<file path="src/rtl/dlsc_demosaic_vng6_seq.sv">
// Phase sequencer for the VNG 6-phase demosaic datapath: steps st 0..11 per job,
// tracks the column, and emits one completion token per job after LAT cycles.
module dlsc_demosaic_vng6_seq #(
    parameter int unsigned WIDTH = 1024,
    parameter int unsigned XB    = 10,
    parameter int unsigned LAT   = 1
) (
    input  logic          clk,
    input  logic          rst_n,
    input  logic          in_valid,
    output logic          in_ready,
    output logic [3:0]    st,
    output logic          st_en,
    output logic          st_first,
    output logic          st_last,
    output logic [XB-1:0] col,
    output logic          done_valid,
    input  logic          done_ready,
    output logic [XB-1:0] done_col,
    output logic          done_row_end
);

    localparam logic [3:0]    ST_LAST = 4'd11;
    localparam logic [XB-1:0] COL_MAX = XB'(WIDTH - 1);

    typedef enum logic [1:0] {S_IDLE, S_RUN, S_WAIT} state_t;

    state_t        state_q, state_d;
    logic [3:0]    st_q, st_d;
    logic          st_en_q, st_en_d;
    logic          st_first_q, st_first_d;
    logic          st_last_q, st_last_d;
    logic [XB-1:0] col_q, col_d;
    logic [XB-1:0] cnt_q, cnt_d;
    logic          done_valid_q, done_valid_d;
    logic [XB-1:0] done_col_q, done_col_d;
    logic          done_row_end_q, done_row_end_d;

    logic          launch_ok;
    logic          accept;
    logic          launch;
    logic [XB-1:0] launch_col;
    logic          launch_end;
    logic          tail_v;
    logic [XB-1:0] tail_col;
    logic          tail_end;

    always_ff @(posedge clk) begin
        if (!rst_n) begin
            state_q        <= S_IDLE;
            st_q           <= '0;
            st_en_q        <= 1'b0;
            st_first_q     <= 1'b0;
            st_last_q      <= 1'b0;
            col_q          <= '0;
            cnt_q          <= '0;
            done_valid_q   <= 1'b0;
            done_col_q     <= '0;
            done_row_end_q <= 1'b0;
        end else begin
            state_q        <= state_d;
            st_q           <= st_d;
            st_en_q        <= st_en_d;
            st_first_q     <= st_first_d;
            st_last_q      <= st_last_d;
            col_q          <= col_d;
            cnt_q          <= cnt_d;
            done_valid_q   <= done_valid_d;
            done_col_q     <= done_col_d;
            done_row_end_q <= done_row_end_d;
        end
    end

    always_comb begin
        launch_ok = !done_valid_q || done_ready;
        case (state_q)
            S_IDLE:  in_ready = rst_n;
            S_RUN:   in_ready = rst_n && (st_q == ST_LAST) && launch_ok;
            S_WAIT:  in_ready = rst_n && launch_ok;
            default: in_ready = 1'b0;
        endcase
        accept  = in_valid && in_ready;
        launch  = 1'b0;
        state_d = state_q;
        case (state_q)
            S_IDLE: begin
                if (accept) state_d = S_RUN;
            end
            S_RUN: begin
                if (st_q == ST_LAST) begin
                    if (launch_ok) begin
                        launch  = 1'b1;
                        state_d = accept ? S_RUN : S_IDLE;
                    end else begin
                        state_d = S_WAIT;
                    end
                end
            end
            S_WAIT: begin
                if (launch_ok) begin
                    launch  = 1'b1;
                    state_d = accept ? S_RUN : S_IDLE;
                end
            end
            default: state_d = S_IDLE;
        endcase
    end

    always_comb begin
        st_d  = st_q;
        col_d = col_q;
        cnt_d = cnt_q;
        if (accept) begin
            st_d  = '0;
            col_d = cnt_q;
            cnt_d = (cnt_q == COL_MAX) ? '0 : cnt_q + XB'(1);
        end else if (state_q == S_RUN && st_q != ST_LAST) begin
            st_d = st_q + 4'd1;
        end
        st_en_d    = (state_d == S_RUN);
        st_first_d = st_en_d && (st_d == 4'd0);
        st_last_d  = st_en_d && (st_d == ST_LAST);

        launch_col = col_q;
        launch_end = (col_q == COL_MAX);

        // A launch only happens into a free or freeing done slot, so tail never collides.
        done_valid_d   = done_valid_q && !done_ready;
        done_col_d     = done_col_q;
        done_row_end_d = done_row_end_q;
        if (tail_v) begin
            done_valid_d   = 1'b1;
            done_col_d     = tail_col;
            done_row_end_d = tail_end;
        end
    end

    // LAT-1 delay stages sit between the launch and the done register.
    if (LAT == 1) begin : g_direct
        assign tail_v   = launch;
        assign tail_col = launch_col;
        assign tail_end = launch_end;
    end else begin : g_pipe
        logic          dl_v_q   [LAT-1];
        logic          dl_v_d   [LAT-1];
        logic [XB-1:0] dl_col_q [LAT-1];
        logic [XB-1:0] dl_col_d [LAT-1];
        logic          dl_end_q [LAT-1];
        logic          dl_end_d [LAT-1];

        always_comb begin
            dl_v_d[0]   = launch;
            dl_col_d[0] = launch_col;
            dl_end_d[0] = launch_end;
            for (int unsigned i = 1; i < LAT - 1; i++) begin
                dl_v_d[i]   = dl_v_q[i-1];
                dl_col_d[i] = dl_col_q[i-1];
                dl_end_d[i] = dl_end_q[i-1];
            end
        end

        always_ff @(posedge clk) begin
            if (!rst_n) begin
                for (int unsigned i = 0; i < LAT - 1; i++) begin
                    dl_v_q[i]   <= 1'b0;
                    dl_col_q[i] <= '0;
                    dl_end_q[i] <= 1'b0;
                end
            end else begin
                dl_v_q   <= dl_v_d;
                dl_col_q <= dl_col_d;
                dl_end_q <= dl_end_d;
            end
        end

        assign tail_v   = dl_v_q[LAT-2];
        assign tail_col = dl_col_q[LAT-2];
        assign tail_end = dl_end_q[LAT-2];
    end

    assign st           = st_q;
    assign st_en        = st_en_q;
    assign st_first     = st_first_q;
    assign st_last      = st_last_q;
    assign col          = col_q;
    assign done_valid   = done_valid_q;
    assign done_col     = done_col_q;
    assign done_row_end = done_row_end_q;

endmodule

</file>
<file path="config.mk">
export PLATFORM = sky130hd
export DESIGN_NAME = dlsc_demosaic_vng6_seq
export DESIGN_NICKNAME = d
export VERILOG_FILES = /design/src/rtl/dlsc_demosaic_vng6_seq.sv
export SDC_FILE = /design/constraint.sdc
export NUM_CORES = 1
export LEC_CHECK = 0
export CORE_MARGIN = 2
export CORE_UTILIZATION = 30
export CTS_BUF_LIST = sky130_fd_sc_hd__clkbuf_4 sky130_fd_sc_hd__clkbuf_8
export CTS_CLUSTER_SIZE = 20
export DETAILED_ROUTE_END_ITERATION = 10
export PLACE_DENSITY = 0.56
export SYNTH_ARGS = -nofsm -noshare
export SYNTH_HDL_FRONTEND = slang
export SYNTH_SLANG_ARGS = --single-unit
</file>
<file path="constraint.sdc">
create_clock -name clk -period 2.7 [get_ports clk]
set_clock_uncertainty 0.1 [all_clocks]
set_input_delay 0.81 -clock clk [delete_from_list [all_inputs] [get_ports clk]]
set_output_delay 0.81 -clock clk [all_outputs]
set_load 0.02 [all_outputs]
</file>
==> results.txt <==
The run finished with clean final reports. For hold timing, the worst endpoint is done_row_end. The maximum number of buffers from clock root to sink came out at 2.

The worst setup path is of the register to primary output kind. In the routed layout, each cell is associated on average with a via count of 4.78. For this run, design rule violations remaining after detail routing come to 0. The cell depth of the worst flop-to-flop path came out at 7. For this block, the via count after detailed routing is 1600.

The delay contributed by the slowest stage of the critical path is 0.41 ns. The Yosys step of the flow raised 0 warnings. The worst setup path is captured at a primary output.

The quantity of hold-fixing buffers added after cts came out at 0. Grouping stages by cell kind, the critical path spends the most delay in flip-flops. In this run the register-to-register setup slack is 0.49 ns. The number of enable flip-flop cells after synthesis is 0. The TritonCTS clock tree is built. Entering global routing, the biggest net connects 37 pins.

The critical path goes through inv_1 > ha_1 > nor3_2 > nor3b_2 > buf_4. In this run the critical register-to-register path is captured at cnt_q[9]. The setup-violating endpoint count in the final report is 0. Among all flip-flop cells after synthesis, the most frequent one is dfxtp_1. The total of buffers placed on input and output ports came out at 33. In this run the remaining antenna-violating nets after routing total 0.

The worst hold path belongs to the class register to register. The tool flagged a number of max-cap violations equal to 0. The startpoint identified for the worst hold timing path is done_row_end.

The floorplan step set the die width to 83.9 um. The congestion estimate from routability-driven global placement came to 0.820. The H-tree generated during clock tree synthesis spans 2 levels. The beginning of the worst register-to-register path is state_q[0]. The first-pass detailed-route iteration total is 4. The half-perimeter wire length after detailed placement came out at 2.88 mm. The peak supply drop came out at between 200 and 250 uV. The critical-path cell with the highest stage delay is dfxtp_1. The TritonCTS sink count came out at between 40 and 50.

The number of antenna repair diodes is 0. The fraction of the core area covered by cells at the end of the flow came out at roughly two fifths. By count the netlist is led by dfxtp_1, nand2_1, mux2i_1. The fraction of final layout cells sized beyond drive strength 1 came out at 12.4%. The data arrival at the endpoint of the critical path came out at 1.63 ns. In this run, CTS created clock tree buffers numbering 5. The area of the core is about 6300 um^2. The first-pass GRT wire length came out at 7.07 mm. In the synthesized netlist, the number of instances is 214.

The post-synthesis sequential element count came out at 41. The max-slew headroom at the worst pin is between 70% and 80%. Clock-pin slew was measured on the worst setup and hold paths at roughly 0.08 ns.

Summed over all layers, the routed wires come to between 3 and 4 mm. The cell type contributing the most total cell area after synthesis is dfxtp_1. The post-CTS repair timing setup buffer count is 0. The worst setup path is launched from a register. The portion of synthesized cell area occupied by the leading cell type is 42.9%. Dividing the detail-routed wire length by the instance count gives roughly 12 um.

The count of final hold-check violations was 0. The reported leakage power came out at 1.01 nW. The distinct cell type count of the synthesized netlist is 42. The sum of buffers and inverters on the critical path is 2. The number of resized instances in the post-cts repair step is 13. The number of nets handed over by synthesis was 224. The worst path in the final design needs a cycle of 2.54 ns, including I/O delays and setup.

34 I/O pins were placed. Among all cell types in the netlist, the one instantiated most often is dfxtp_1. The number of antenna violations at the first check in global routing came out at 0. The die outline height came out at 83.9 um. Once the floorplan was initialized, standard cells occupied 30.5% of the core.

The fraction of synthesis flops using an asynchronous set or reset pin came out at 0%. The mean instance size in the synthesized netlist is 8.95 um^2. Once placement completed, the tool counted placed cells totaling between 300 and 400. For the pin with the worst max-slew slack, the measured transition is 0.412 ns.

The DRC marker count from the first detailed-route iteration came out at 123. The final worst-path cycle share is 94.3%. The via count of the first global-routing pass came out at 1546.

The share of the Yosys chip area taken by registers is 42.9%. The area added between synthesis and finish is 32.8%. The data required time at the worst endpoint came out at 1.79 ns. Setup repair after global routing left no endpoint under its margin.

For the worst-skew pair, the clock arrives at the later sink with an insertion delay of just under 0.3 ns. The remaining global-route overflow is 0. The power density of the placed cells is 604 nW/um^2. The clock tree root driver cell is clkbuf_8.

The maximum fanout count along the critical path is 5. Global routing used 12.0% of the available tracks. The final number of max-transition violations came to 0. The die covers 7040 um^2. The number of rows in the core area came out at 29. Leaving out filler cells and counting taps, the final layout contains between 300 and 400.

The synthesized netlist occupies a cell area of 1910 um^2. Based on the critical path, the design can be clocked at up to between 0.3 and 0.4 GHz. The cell depth of the worst hold path came out at 2. Ranked by total cell area, the synthesized netlist is headed by dfxtp_1, mux2i_1, nand2_1, a21boi_0, nor2b_1.

The area after detailed placement is 2390 um^2. The final layout contains 267 nets. After routing the design area is 2540 um^2.
-- cell usage in the layout, fill, tap and decap left out, drive strengths merged, types with 2 or more instances in the layout --
cell	n
ha	6
nor3	4
nand3	7
o21ai	2
nor2	7
clkdlybuf4s50	30
nand3b	4
mux2i	15
and2	3
xor2	2
and3	2
or4	2
bufinv	2
nand4	6
a21boi	15
clkbuf	5
inv	5
dfxtp	41
buf	15
a31oi	2
dlygate4sd2	2
a21oi	8
o22ai	2
nand2	40
nor2b	13
nand2b	2
xnor2	3
-- cell families (layout without fill, tap and decap cells) --
family	Yosys count	in the layout	share of synthesized area [%]
flip-flops	41	41	42.9
XOR/XNOR	5	5	2.29
adder cells (fa/ha/maj)	6	6	3.92
multiplexers	15	15	7.84
AND/OR/NAND/NOR	97	97	26.4
buffers and inverters	15	59	3.92
AO/OA/AOI/OAI	35	35	12.7
-- worst min-delay path, stage by stage, from the launching register on --
cell      delay [ns]
dfxtp_1         0.32
nand2_1         0.05
a21boi_0        0.06
-- report_power, final --
| part | switching (mW) | internal, mW | total, mW |
|---|---|---|---|
| registers | 0.0188 | 0.629 | 0.647 |
| logic | 0.168 | 0.130 | 0.298 |
| clock network | 0.218 | 0.372 | 0.590 |
-- per-layer routing --
| layer | up-vias | GRT usage [%] | routed length (um) |
|---|---|---|---|
| met1 | 740 | 16.6 | 2030 |
| li1 | 831 | - | - |
| met5 | - | 0 | 0 |
| met4 | 0 | 4.40 | 43 |
| met3 | 4 | 2.87 | 111 |
| met2 | 25 | 18.2 | 1790 |
-- registers in the layout, indices dropped and copies added (netlist names) --
name / count
st: 4
st_last: 1
st_en: 1
done_valid: 1
cnt_q: 10
done_row_end: 1
st_first: 1
col: 10
done_col: 10
state_q: 2
-- cell type report --
class,instances,area [um^2]
Clock buffer,5,68.8
Clock inverter,3,68.8
Fill cell,646,3730
Inverter,4,15.0
Multi-Input combinational cell,158,1040
Sequential cell,41,821
Tap cell,77,96.3
Timing Repair Buffer,47,430
-- worst max-delay path by stage --
stage | start | endpoint | slack, ns | depth (start not counted)
2_1_floorplan | rst_n | in_ready | 0.12 | 3
3_3_place_gp | done_ready | in_ready | -0.63 | 5
3_5_place_dp | done_ready | in_ready | -0.62 | 5
4_1_cts | state_q[0] | in_ready | 0.15 | 5
5_1_grt | state_q[0] | in_ready | 0.05 | 5
6_report | state_q[0] | in_ready | 0.16 | 5
-- metrics by stage --
| stage | hold slack [ns] | worst slack [ns] | TNS [ns] | power, mW |
|---|---|---|---|---|
| 6_report | 0.371 | 0.155 | 0 | 1.54 |
| 5_1_grt | 0.405 | 0.0527 | 0 | 1.62 |
| 4_1_cts | 0.379 | 0.147 | 0 | 1.56 |
| 3_5_place_dp | 0.366 | -0.620 | -0.903 | 0.957 |
| 3_3_place_gp | 0.362 | -0.631 | -0.899 | 0.957 |
| 2_1_floorplan | 0.358 | 0.124 | 0 | 0.847 |
No activity file was read; power rests on OpenSTA's default activity.
